### src/rtl/hazard_pkg.sv
// Shared types and constants for the pipeline hazard controller.
package hazard_pkg;

  typedef enum logic {
    RUN      = 1'b0,
    MEM_WAIT = 1'b1
  } state_e;

  // Default number of MEM_WAIT cycles before the access is abandoned
  localparam int TIMEOUT_DEFAULT = 255;

  // Control word injected into ID/EX when a bubble is selected
  localparam logic [6:0] CTRL_NOP = 7'b000_0000;

  // True when the load in ID/EX writes a register that the ID instruction reads.
  // x0 is never a real dependency.
  function automatic logic load_use_hit(
    input logic       mem_read,
    input logic [4:0] rd,
    input logic [4:0] rs1,
    input logic [4:0] rs2,
    input logic       uses_rs1,
    input logic       uses_rs2
  );
    return mem_read && (rd != 5'd0) &&
           ((uses_rs1 && (rs1 == rd)) || (uses_rs2 && (rs2 == rd)));
  endfunction

endpackage

### src/rtl/hazard_wait_timer.sv
// MEM_WAIT watchdog. Implemented as a down-counter: start loads the number of
// further wait cycles allowed, expire_o is the terminal count. Expiry lands on
// the TIMEOUT-th cycle spent waiting.
module hazard_wait_timer
  import hazard_pkg::*;
#(
  parameter int TIMEOUT = TIMEOUT_DEFAULT
) (
  input  logic clk_i,
  input  logic rst_n_i,
  input  logic start_i,
  input  logic clear_i,
  input  logic tick_i,
  output logic expire_o
);

  localparam int CNT_W = (TIMEOUT < 1) ? 1 : $clog2(TIMEOUT + 1);
  localparam logic [CNT_W-1:0] START_VAL = CNT_W'(TIMEOUT - 1);

  logic [CNT_W-1:0] remain_q;
  logic [CNT_W-1:0] remain_d;

  // Next remaining-cycle count: clear beats start beats decrement
  always_comb begin
    remain_d = remain_q;
    if (clear_i) begin
      remain_d = '0;
    end else if (start_i) begin
      remain_d = START_VAL;
    end else if (tick_i && (remain_q != '0)) begin
      remain_d = remain_q - 1'b1;
    end
  end

  // Counter register
  always_ff @(posedge clk_i or negedge rst_n_i) begin
    if (!rst_n_i) begin
      remain_q <= '0;
    end else begin
      remain_q <= remain_d;
    end
  end

  assign expire_o = (remain_q == '0);

endmodule

### src/rtl/hazard_ctrl.sv
// Stall / flush / freeze controller around the ID/EX register.
// Optional performance counters are built when HAZARD_PERF_CNT_EN is defined.
//
// state    | meaning
// ---------+-------------------------------------------------------------
// RUN      | normal issue; handles load-use bubble and taken-branch flush
// MEM_WAIT | data access outstanding; whole pipeline frozen until ack or
//          | watchdog expiry
module hazard_ctrl
  import hazard_pkg::*;
#(
  parameter int TIMEOUT = TIMEOUT_DEFAULT
) (
  input  logic       clk_i,
  input  logic       rst_n_i,
  input  logic [4:0] id_rs1_i,
  input  logic [4:0] id_rs2_i,
  input  logic       id_uses_rs1_i,
  input  logic       id_uses_rs2_i,
  input  logic       ex_mem_read_i,
  input  logic [4:0] ex_rd_i,
  input  logic       branch_taken_i,
  input  logic       dmem_req_i,
  input  logic       dmem_ack_i,
  output logic       pc_write_o,
  output logic       if_id_write_o,
  output logic       if_id_flush_o,
  output logic       ctrl_bubble_o,
  output logic       pipe_freeze_o,
  output logic       err_o,
  output logic       state_o
`ifdef HAZARD_PERF_CNT_EN
  ,
  output logic [31:0] stall_cnt_o,
  output logic [31:0] flush_cnt_o
`endif
);

  state_e state_q, state_d;
  logic   err_q, err_d;
  logic   load_use, mem_stall;
  logic   tmr_start, tmr_clear, tmr_tick, tmr_expire;

  assign load_use  = load_use_hit(ex_mem_read_i, ex_rd_i, id_rs1_i, id_rs2_i,
                                  id_uses_rs1_i, id_uses_rs2_i);
  assign mem_stall = dmem_req_i && !dmem_ack_i;

  hazard_wait_timer #(.TIMEOUT(TIMEOUT)) u_wait_timer (
    .clk_i    (clk_i),
    .rst_n_i  (rst_n_i),
    .start_i  (tmr_start),
    .clear_i  (tmr_clear),
    .tick_i   (tmr_tick),
    .expire_o (tmr_expire)
  );

  // Next state, watchdog control and pipeline controls. Reset overrides the
  // controls so the front end holds and ID/EX keeps loading the NOP word.
  always_comb begin
    state_d       = state_q;
    err_d         = err_q;
    tmr_start     = 1'b0;
    tmr_clear     = 1'b0;
    tmr_tick      = 1'b0;
    pc_write_o    = 1'b1;
    if_id_write_o = 1'b1;
    if_id_flush_o = 1'b0;
    ctrl_bubble_o = 1'b0;
    pipe_freeze_o = 1'b0;

    case (state_q)
      RUN: begin
        if (mem_stall) begin
          pipe_freeze_o = 1'b1;
          pc_write_o    = 1'b0;
          if_id_write_o = 1'b0;
          tmr_start     = 1'b1;
          state_d       = MEM_WAIT;
        end else if (load_use) begin
          // A taken branch here used a stale operand; it re-resolves next cycle
          pc_write_o    = 1'b0;
          if_id_write_o = 1'b0;
          ctrl_bubble_o = 1'b1;
        end else if (branch_taken_i) begin
          if_id_flush_o = 1'b1;
        end
      end
      MEM_WAIT: begin
        pipe_freeze_o = 1'b1;
        pc_write_o    = 1'b0;
        if_id_write_o = 1'b0;
        if (dmem_ack_i) begin
          tmr_clear = 1'b1;
          state_d   = RUN;
        end else if (tmr_expire) begin
          err_d     = 1'b1;
          tmr_clear = 1'b1;
          state_d   = RUN;
        end else begin
          tmr_tick = 1'b1;
        end
      end
      default: begin
        state_d = RUN;
      end
    endcase

    if (!rst_n_i) begin
      pc_write_o    = 1'b0;
      if_id_write_o = 1'b0;
      if_id_flush_o = 1'b0;
      ctrl_bubble_o = 1'b1;
      pipe_freeze_o = 1'b0;
    end
  end

  // State and sticky error registers
  always_ff @(posedge clk_i or negedge rst_n_i) begin
    if (!rst_n_i) begin
      state_q <= RUN;
      err_q   <= 1'b0;
    end else begin
      state_q <= state_d;
      err_q   <= err_d;
    end
  end

  assign err_o   = err_q;
  assign state_o = logic'(state_q);

`ifdef HAZARD_PERF_CNT_EN
  logic [31:0] stall_cnt_q, stall_cnt_d;
  logic [31:0] flush_cnt_q, flush_cnt_d;

  // Counter increments; the async reset keeps both at zero while rst_n_i is low
  always_comb begin
    stall_cnt_d = stall_cnt_q;
    flush_cnt_d = flush_cnt_q;
    if (!pc_write_o) begin
      stall_cnt_d = stall_cnt_q + 32'd1;
    end
    if (if_id_flush_o) begin
      flush_cnt_d = flush_cnt_q + 32'd1;
    end
  end

  // Performance counter registers
  always_ff @(posedge clk_i or negedge rst_n_i) begin
    if (!rst_n_i) begin
      stall_cnt_q <= 32'd0;
      flush_cnt_q <= 32'd0;
    end else begin
      stall_cnt_q <= stall_cnt_d;
      flush_cnt_q <= flush_cnt_d;
    end
  end

  assign stall_cnt_o = stall_cnt_q;
  assign flush_cnt_o = flush_cnt_q;
`endif

endmodule

### config.mk
export PLATFORM = sky130hd
export DESIGN_NAME = hazard_ctrl
export DESIGN_NICKNAME = d
export VERILOG_FILES = /design/src/rtl/hazard_pkg.sv /design/src/rtl/hazard_wait_timer.sv /design/src/rtl/hazard_ctrl.sv
export SDC_FILE = /design/constraint.sdc
export NUM_CORES = 1
export LEC_CHECK = 0
export ABC_AREA = 1
export BUFFER_PORTS_ARGS = -buffer_cell sky130_fd_sc_hd__buf_2
export CELL_PAD_IN_SITES_DETAIL_PLACEMENT = 2
export CELL_PAD_IN_SITES_GLOBAL_PLACEMENT = 2
export CORE_UTILIZATION = 22
export CTS_CLUSTER_DIAMETER = 120
export DETAILED_ROUTE_END_ITERATION = 12
export GPL_TIMING_DRIVEN = 0
export HOLD_SLACK_MARGIN = 0.02
export PLACE_DENSITY_LB_ADDON = 0.2
export RECOVER_POWER = 50
export SLEW_MARGIN = 40
export SYNTH_ARGS = -nofsm -noshare
export SYNTH_HDL_FRONTEND = slang
export SYNTH_SLANG_ARGS = --single-unit
### constraint.sdc
create_clock -name clk_i -period 1.6 [get_ports clk_i]
set_input_delay 0.48 -clock clk_i [delete_from_list [all_inputs] [get_ports clk_i]]
set_output_delay 0.48 -clock clk_i [all_outputs]
set_load 0.05 [all_outputs]
======== Yosys cells after proc, flatten, opt, wreduce, memory -nomap -nowiden ========
Cells that the tools add are included.
Widths: inputs -> output; s select.
word-level totals
  bits in registers ....................... 10
  output and inout bits ................... 7
cells by class
  add/subtract/negate cells ............... 1
  equal/unequal tests ..................... 2
  muxes and demuxes ....................... 27
  bitwise operators ....................... 2
  reduce and logical (&&, ||, !) cells .... 13
operators with widths
  cell                 number
  $mux 8               3
  $mux 1               21
  $eq 5x5->1           2
  $logic_not 8->1      1
  $reduce_bool 8->1    1
  $sub 8x1->8 const B  1
  $logic_and 1x1->1    6
  $pmux 1 s2           3
  $reduce_bool 5->1    1
  $reduce_and 3->1     1
  $reduce_bool 3->1    1
  $not 1->1            2
  $logic_not 1->1      1
  $logic_or 1x1->1     1

======== Longest topological paths before layout ========
Gate-level depths: netlist of the first run.
  word-level depth ........................ 8
  gate-level depth with buffers ........... 10
  depth with buffers taken out ............ 9

======== Cells and area by module ========
A second synthesis of the first run with hierarchy kept.
second synthesis, totals
  cells, all modules ...................... 155
  area, all modules ....................... 913.4 µm²
modules (own cells, without submodules)
  module             times used  cells each  area an instance (µm²)  sequential area each (µm²)
  hazard_wait_timer  1           78          553.0                   200.2
  hazard_ctrl        1           77          360.3                   50.0

======== Worst setup path before layout of the first run ========
Ideal clock, no wire load.
  path kind ............................... register to output
  start ................................... reg state_q (netlist: state_o)
  end ..................................... out ctrl_bubble_o
  arrival time ............................ 1723 ps
  data required time ...................... 1120 ps
  slack ................................... -603 ps
  cell stages (with the launch flop) ...... 4
  buffers on the path ..................... 0
  path through ............................ dfrtp_1 nor2_4 inv_2 o21bai_1
on the way
  longest elaborated chain between the ends .. 2
RTL lines
  what                      line                source
  start: declaration        hazard_ctrl.sv:39   state_e state_q, state_d;
  start signal: assignment  hazard_ctrl.sv:123  state_q <= state_d;
  $mux 1                    hazard_ctrl.sv:71   case (state_q)
  $mux 1                    hazard_ctrl.sv:108  if (!rst_n_i) begin
  end: declaration          hazard_ctrl.sv:28   output logic ctrl_bubble_o,
Every way passes these cells.

======== Worst setup path in the final report of the first run ========
  start ................................... in dmem_req_i
  end ..................................... out if_id_flush_o
on the way
  longest elaborated chain between the ends .. 4
RTL lines
  what                line                source
  start: declaration  hazard_ctrl.sv:23   input logic dmem_req_i,
  $logic_and 1x1->1   hazard_ctrl.sv:46   assign mem_stall = dmem_req_i && !dmem_ack_i;
  $mux 1              hazard_ctrl.sv:73   if (mem_stall) begin
  $mux 1              hazard_ctrl.sv:71
  $mux 1              hazard_ctrl.sv:108
  end: declaration    hazard_ctrl.sv:27   output logic if_id_flush_o,
Every way passes these cells.

==> run_results.csv, run 1 <==
group,metric,value,unit
synth,yosysTopAreaCell,"dfrtp_1",
critical_path,arrival,1.50,ns
floorplanning,core.rowCount,22,
clock_tree,cts.path.max_buffers,2,
power_and_ir_drop,seq_power_share,25.7,%
floorplanning,io_pins,30,
synth,synth_edf_count,0,
place,io_buffer_count,29,
critical_path,worstSetupPathType,"primary input to output port",
clock_tree,clock_latency,0.24,ns
place,hpwl,2270,um
min_path,hold_class,"primary input to async pin",
final_layout,antenna_cells,0,
route,viasPerCell,4.42,
critical_path,crit_fanout,6,
power_and_ir_drop,power_switching,810,uW
floorplanning,fp.coreArea,3770,sq um
run,max_cap_violations,0,
critical_path,startpoint_type,"primary input",
route,firstDrtPassIters,3,
sta,slew_violations,0,
sta,rsz0062_at_grt,"yes",
synth,synth.avg_cell_area,6.24,sq um
route,wl,3040,um
global_route,antenna_found_initial,0,
synth,synth_seq_cells,10,
final_layout,nets,209,
sta,period_share,124,%
sta,finalSetupViolations,5,
synth,ys_top_cells_by_area,"dfrtp_1, nand2_1, inv_1",
power_and_ir_drop,ir_drop,0.438,mV
final_layout,num-fill-cells,445,
sta,fin_crit,1.98,ns
sta,fmax,505,MHz
final_layout,multi_input_area,578,sq um
power_and_ir_drop,p_leak,0.000776,uW
synth,syn-instance-count,143,
critical_path,cp-end-kind,"output port",
sta,clock-skew-final,0.00332,ns
floorplanning,chipHeight,65.7,um
synth,yosysMostFrequentCell,"nand2_1",
final_layout,seqCellArea,251,sq um
clock_tree,cts.clk_slew.worst_paths,0.05,ns
synth,synthTopCellsByCount,"nand2_1, inv_1, nor2_1",
power_and_ir_drop,p_per_area,1150,nW/um^2
route,vias,1021,
global_route,grt_usage,16.0,%
global_route,grt_overflow_total,0,
synth,yosysWarnings,0,
synth,async_flop_share,100,%
clock_tree,clock_sinks,10,
power_and_ir_drop,p_comb_share,57.6,%
floorplanning,initial_core_util,23.7,%
power_and_ir_drop,switching_share,47.3,%
synth,ys.flop_type,"dfrtp_1",
sta,worstMarginPinSlew,0.289,ns
final_layout,area_delta_synth_final,67.0,%
place,gp_congestion,0.790,
critical_path,required,1.12,ns
outcome,status,"complete, but fails checks",
route,dr.first_iter.drc_count,36,
floorplanning,die_area,4310,sq um
sta,max_slew_margin,80.6,%
power_and_ir_drop,pwr-share-clk,16.7,%
global_route,grt_pass1_wl,5210,um
route,ant_nets,0,
route,drc,0,
clock_tree,cts_buffers,3,
synth,netlist_area,892,sq um
clock_tree,holdBufCountCts,0,
clock_tree,cts_tree,"yes",
sta,final-hold-violation-count,0,
synth,synth.distinct_cells,24,
power_and_ir_drop,power.internal,904,uW
critical_path,reg2reg_depth,9,
global_route,first_global_vias,1154,
synth,seq_area_frac_synth,28.1,%
sta,whs,0.0682,ns
final_layout,drive_gt1_share,49.7,%
clock_tree,root_buffer,"clkbuf_8",
floorplanning,die_w,65.7,um
synth,synth_top_area_share,28.1,%
clock_tree,htreeDepth,1,
sta,worst_slack,-0.382,ns
outcome,violations,"setup timing",
power_and_ir_drop,p_total,1710,uW
synth,syn-num-nets,168,
global_route,grt_max_degree,12,
route,wl_per_cell,13.1,um
[cell usage in the layout, fill, tap and decap left out, types with 5 or more instances in the layout]
cell,instances
nand2_1,35
inv_1,15
nand2_2,11
buf_8,10
nand3_1,9
dfrtp_1,9
buf_2,9
buf_6,9
inv_2,8
buf_4,8
nor2_1,7
nor2_2,6
inv_4,5
[critical path, stage by stage]
cell and delay [ns]:
buf_6 0.10, nand2_4 0.07, inv_4 0.03, nor2_4 0.16
inv_4 0.08, nor2_2 0.12, nand2_4 0.07, buf_4 0.13
nor2_2 0.08, buf_6 0.16
[cell families after synthesis]
group / synth area share, %
flip-flops: 28.1
AO/OA/AOI/OAI: 10.8
adder cells (fa/ha/maj): 2.80
AND/OR/NAND/NOR: 43.2
buffers and inverters: 15.1
[final cells by class]
cell class                 instances  area share (%)
inverter                          34            12.0
timing repair buffer              36            24.3
tap                               48            4.03
multi-input combinational         98            38.8
sequential                        10            16.9
buffer                             1            1.01
clock buffer                       4            3.02
[layer usage]
layer / part of all wire [%] / global-route usage, %
met5: 0 / 0
met3: 3.0 / 2.26
met2: 53 / 29.5
met4: 1.4 / 4.89
met1: 43 / 18.8
[registers in the layout (all words and copies together), names as in the netlist]
name                   cells
state_o                    1
err_o                      1
u_wait_timer.remain_q      8
[final timing paths]
check | startpoint | to | slack [ns]
min reg2reg | err_o$_DFFE_PN0P_ | err_o$_DFFE_PN0P_ | 0.48
min | rst_n_i | err_o$_DFFE_PN0P_ | 0.07
max reg2reg | u_wait_timer.remain_q[0]$_DFFE_PN0P_ | u_wait_timer.remain_q[3]$_DFFE_PN0P_ | 0.24
max in group asynchronous | rst_n_i | state_o$_DFF_PN0_ | 1.36
max | dmem_req_i | if_id_flush_o | -0.38
min in group clk_i | err_o$_DFFE_PN0P_ | err_o$_DFFE_PN0P_ | 0.48
[power groups by stage]
stage                     combinational [uW]  clock (uW)  sequential (uW)
after global routing                    1100         309              457
after detailed placement                 869           0              456
after CTS                                985         294              444
after global placement                   836           0              445
final                                    986         287              440
after floorplan                          604           0              490
[what timing repair did]
item	4_1_cts	5_1_grt
setup endpoints to repair	5	5
buffers inserted	6	2
pin swaps	15	12
gates resized for setup	47	17
[stage by stage]
step	util [%]	setup WS [ns]	cell area (sq um)	std cells	setup TNS, ns
after floorplan	-	-0.354	968	143	-1.01
after global placement	31.1	-0.551	1170	220	-2.05
after detailed placement	31.1	-0.579	1170	220	-2.17
after CTS	37.7	-0.383	1420	230	-1.37
after global routing	39.5	-0.497	1490	231	-1.95
final	39.5	-0.382	1490	231	-1.50
No activity file was read; power rests on OpenSTA's default activity.
==> run 2: changes to the inputs <==
Settings changed: CORE_MARGIN set to 2.
==> run 2 against run 1 <==
The flow still finishes with violations (setup timing). Power is 1.5% higher. First-iteration DRC count is 22% lower. Non-clock buffer count is 3 higher. Flip-flop and latch count stayed put. Register-to-register slack worse by 0.02 ns. Via count is 2.9% higher. Combinational power hardly changed. Design area is 3.2% higher. Utilization is 0.51 points lower. Setup slack better by 0.00054 ns. Clock-buffer cell count stayed put. Clock power is 2% lower. Critical path type unchanged. Critical endpoint is now pc_write_o. Highest routed layer unchanged.
==> run_results.csv, run 2 (same netlist as run 1, synthesis figures left out) <==
group,metric,value,unit
clock_tree,root_buffer,"clkbuf_8",
route,wl_per_cell,13.7,um
critical_path,worstSetupPathType,"primary input to output port",
power_and_ir_drop,seq_power_share,25.7,%
final_layout,largest-register,"u_wait_timer.remain_q",
final_layout,final_util,39.0,%
final_layout,area_delta_synth_final,72.4,%
power_and_ir_drop,power.internal,923,uW
clock_tree,clock_sinks,10,
clock_tree,cts_tree,"yes",
critical_path,crit_fanout,3,
critical_path,rr_endpoint,"u_wait_timer.remain_q[4]$_DFFE_PN0P_",
clock_tree,htreeDepth,1,
power_and_ir_drop,pwr-share-clk,16.1,%
global_route,antenna_found_initial,0,
global_route,grt_pass1_wl,5560,um
critical_path,cp-end-kind,"output port",
place,place_area,1180,sq um
critical_path,cp_cell_sequence,"buf_6 > nand2_4 > nand2_2 > nor2_4 > nand3_2 > nand2_2 > nand2_4 > nand2_4 > clkinvlp_4 > buf_8 > buf_8",
critical_path,startpoint_type,"primary input",
power_and_ir_drop,power_switching,817,uW
critical_path,crit_top_cell,"nand2_4",
sta,max_slew_margin,81.3,%
route,wl,3230,um
critical_path,worst_r2r_startpoint,"u_wait_timer.remain_q[0]$_DFFE_PN0P_",
route,ant_nets,0,
global_route,grt_use_met1,18.5,%
critical_path,required,1.12,ns
route,viasPerCell,4.45,
power_and_ir_drop,p_comb_share,58.3,%
critical_path,ff2ff_setup_slack,0.22,ns
sta,fmax,505,MHz
place,io_buffer_count,29,
sta,rsz0062_at_grt,"yes",
sta,fin_crit,1.98,ns
place,hpwl,2360,um
route,vias,1051,
floorplanning,die_area,4580,sq um
run,max_cap_violations,0,
power_and_ir_drop,p_per_area,1130,nW/um^2
final_layout,nets,212,
global_route,grt_overflow_total,0,
sta,period_share,124,%
sta,finalSetupViolations,5,
critical_path,cpPeakStageDelay,0.14,ns
sta,clock-skew-final,0.00965,ns
clock_tree,clock_latency,0.24,ns
place,gp_congestion,0.789,
floorplanning,initial_core_util,22.6,%
final_layout,final_common_cell,"nand2_1",
global_route,grt_busiest_layer,"met2",
final_layout,stdcell_area,1540,sq um
clock_tree,cts.path.max_buffers,2,
global_route,grt_max_degree,12,
final_layout,final_cell_mix,"nand2_1, nand2_2, buf_6, inv_1, inv_2",
floorplanning,core.rowCount,23,
final_layout,num-fill-cells,469,
sta,tns,-1.59,ns
sta,slew_violations,0,
route,dr.first_iter.drc_count,28,
floorplanning,die_w,67.7,um
route,drc,0,
global_route,gr-usage-met2,31.3,%
power_and_ir_drop,p_leak,0.000795,uW
sta,whs,0.0644,ns
floorplanning,chipHeight,67.7,um
route,firstDrtPassIters,2,
min_path,hold_class,"primary input to async pin",
global_route,use_met3,2.67,%
outcome,status,"complete, but fails checks",
final_layout,largest_reg_flops,8,
sta,worst_slack,-0.381,ns
global_route,first_global_vias,1208,
sta,worstMarginPinSlew,0.279,ns
critical_path,reg2reg_depth,9,
power_and_ir_drop,switching_share,47.0,%
final_layout,drive_gt1_share,56.5,%
floorplanning,fp.coreArea,3940,sq um
critical_path,slowest_stage,"buf_8",
final_layout,antenna_cells,0,
floorplanning,io_pins,30,
critical_path,arrival,1.50,ns
clock_tree,cts_buffers,3,
critical_path,startpoint,"ex_rd_i[1]",
outcome,violations,"setup timing",
power_and_ir_drop,ir_drop,0.375,mV
sta,final-hold-violation-count,0,
clock_tree,cts.clk_slew.worst_paths,0.05,ns
global_route,grt_usage,16.3,%
==> run 2: cell types whose count changed in the layout (fill, tap and decap cells not counted), moves of 2 or more <==
| cell | delta |
|---|---|
| nand2_1 | -5 |
| buf_4 | +2 |
| inv_1 | -3 |
| nor2_4 | +2 |
| inv_2 | +3 |
| nor2_1 | -2 |
| buf_6 | +4 |
| buf_8 | -4 |
| nand2_4 | +2 |
| nand2_2 | +3 |
==> run 2: worst max path at each step <==
| stage | end | depth (start not counted) |
|---|---|---|
| floorplan | pc_write_o | 10 |
| global placement | pc_write_o | 12 |
| detailed placement | pc_write_o | 11 |
| CTS | pc_write_o | 12 |
| global route | pc_write_o | 12 |
| finish | pc_write_o | 11 |
==> run 2: area by class of cell <==
type                    instances  area, sq um  area share [%]
multi-input cells              98          621            40.4
flip-flops and latches         10          251            16.4
plain buffers                   1         15.0           0.976
repair buffers                 39          367            23.8
well taps                      50         62.6            4.07
inverters                      34          176            11.5
clock buffers                   4         45.0            2.93
==> run 2: metrics by stage <==
step                total power, uW  instances  setup slack, ns
global placement               1290        222           -0.554
finish                         1740        236           -0.381
global route                   1910        236           -0.456
CTS                            1730        234           -0.375
detailed placement             1330        222           -0.588
floorplan                      1090        143           -0.354
==> run 2: repair_timing <==
action,4_1_cts,5_1_grt
setup endpoints to repair,5,5
gates resized for setup,46,30
setup buffers,8,5
pin swaps,18,23
hold buffers,0,0
==> run 2: power groups by stage <==
stage / Clock, uW / Combinational, uW / Sequential, uW
finish: 280 / 1010 / 446
CTS: 291 / 990 / 451
floorplan: 0 / 604 / 490
global route: 304 / 1140 / 461
global placement: 0 / 842 / 445
detailed placement: 0 / 871 / 454
==> run 2: per-layer routing <==
metal	wire [um]	vias up
met3	110	4
met4	34	0
met2	1800	19
met5	0	-
met1	1290	507
li1	-	521
==> run 2: worst max-delay path, delay by kind of cell <==
kind	cells	cell delay [ns]
buf+inv	4	0.46
simple gates	7	0.55
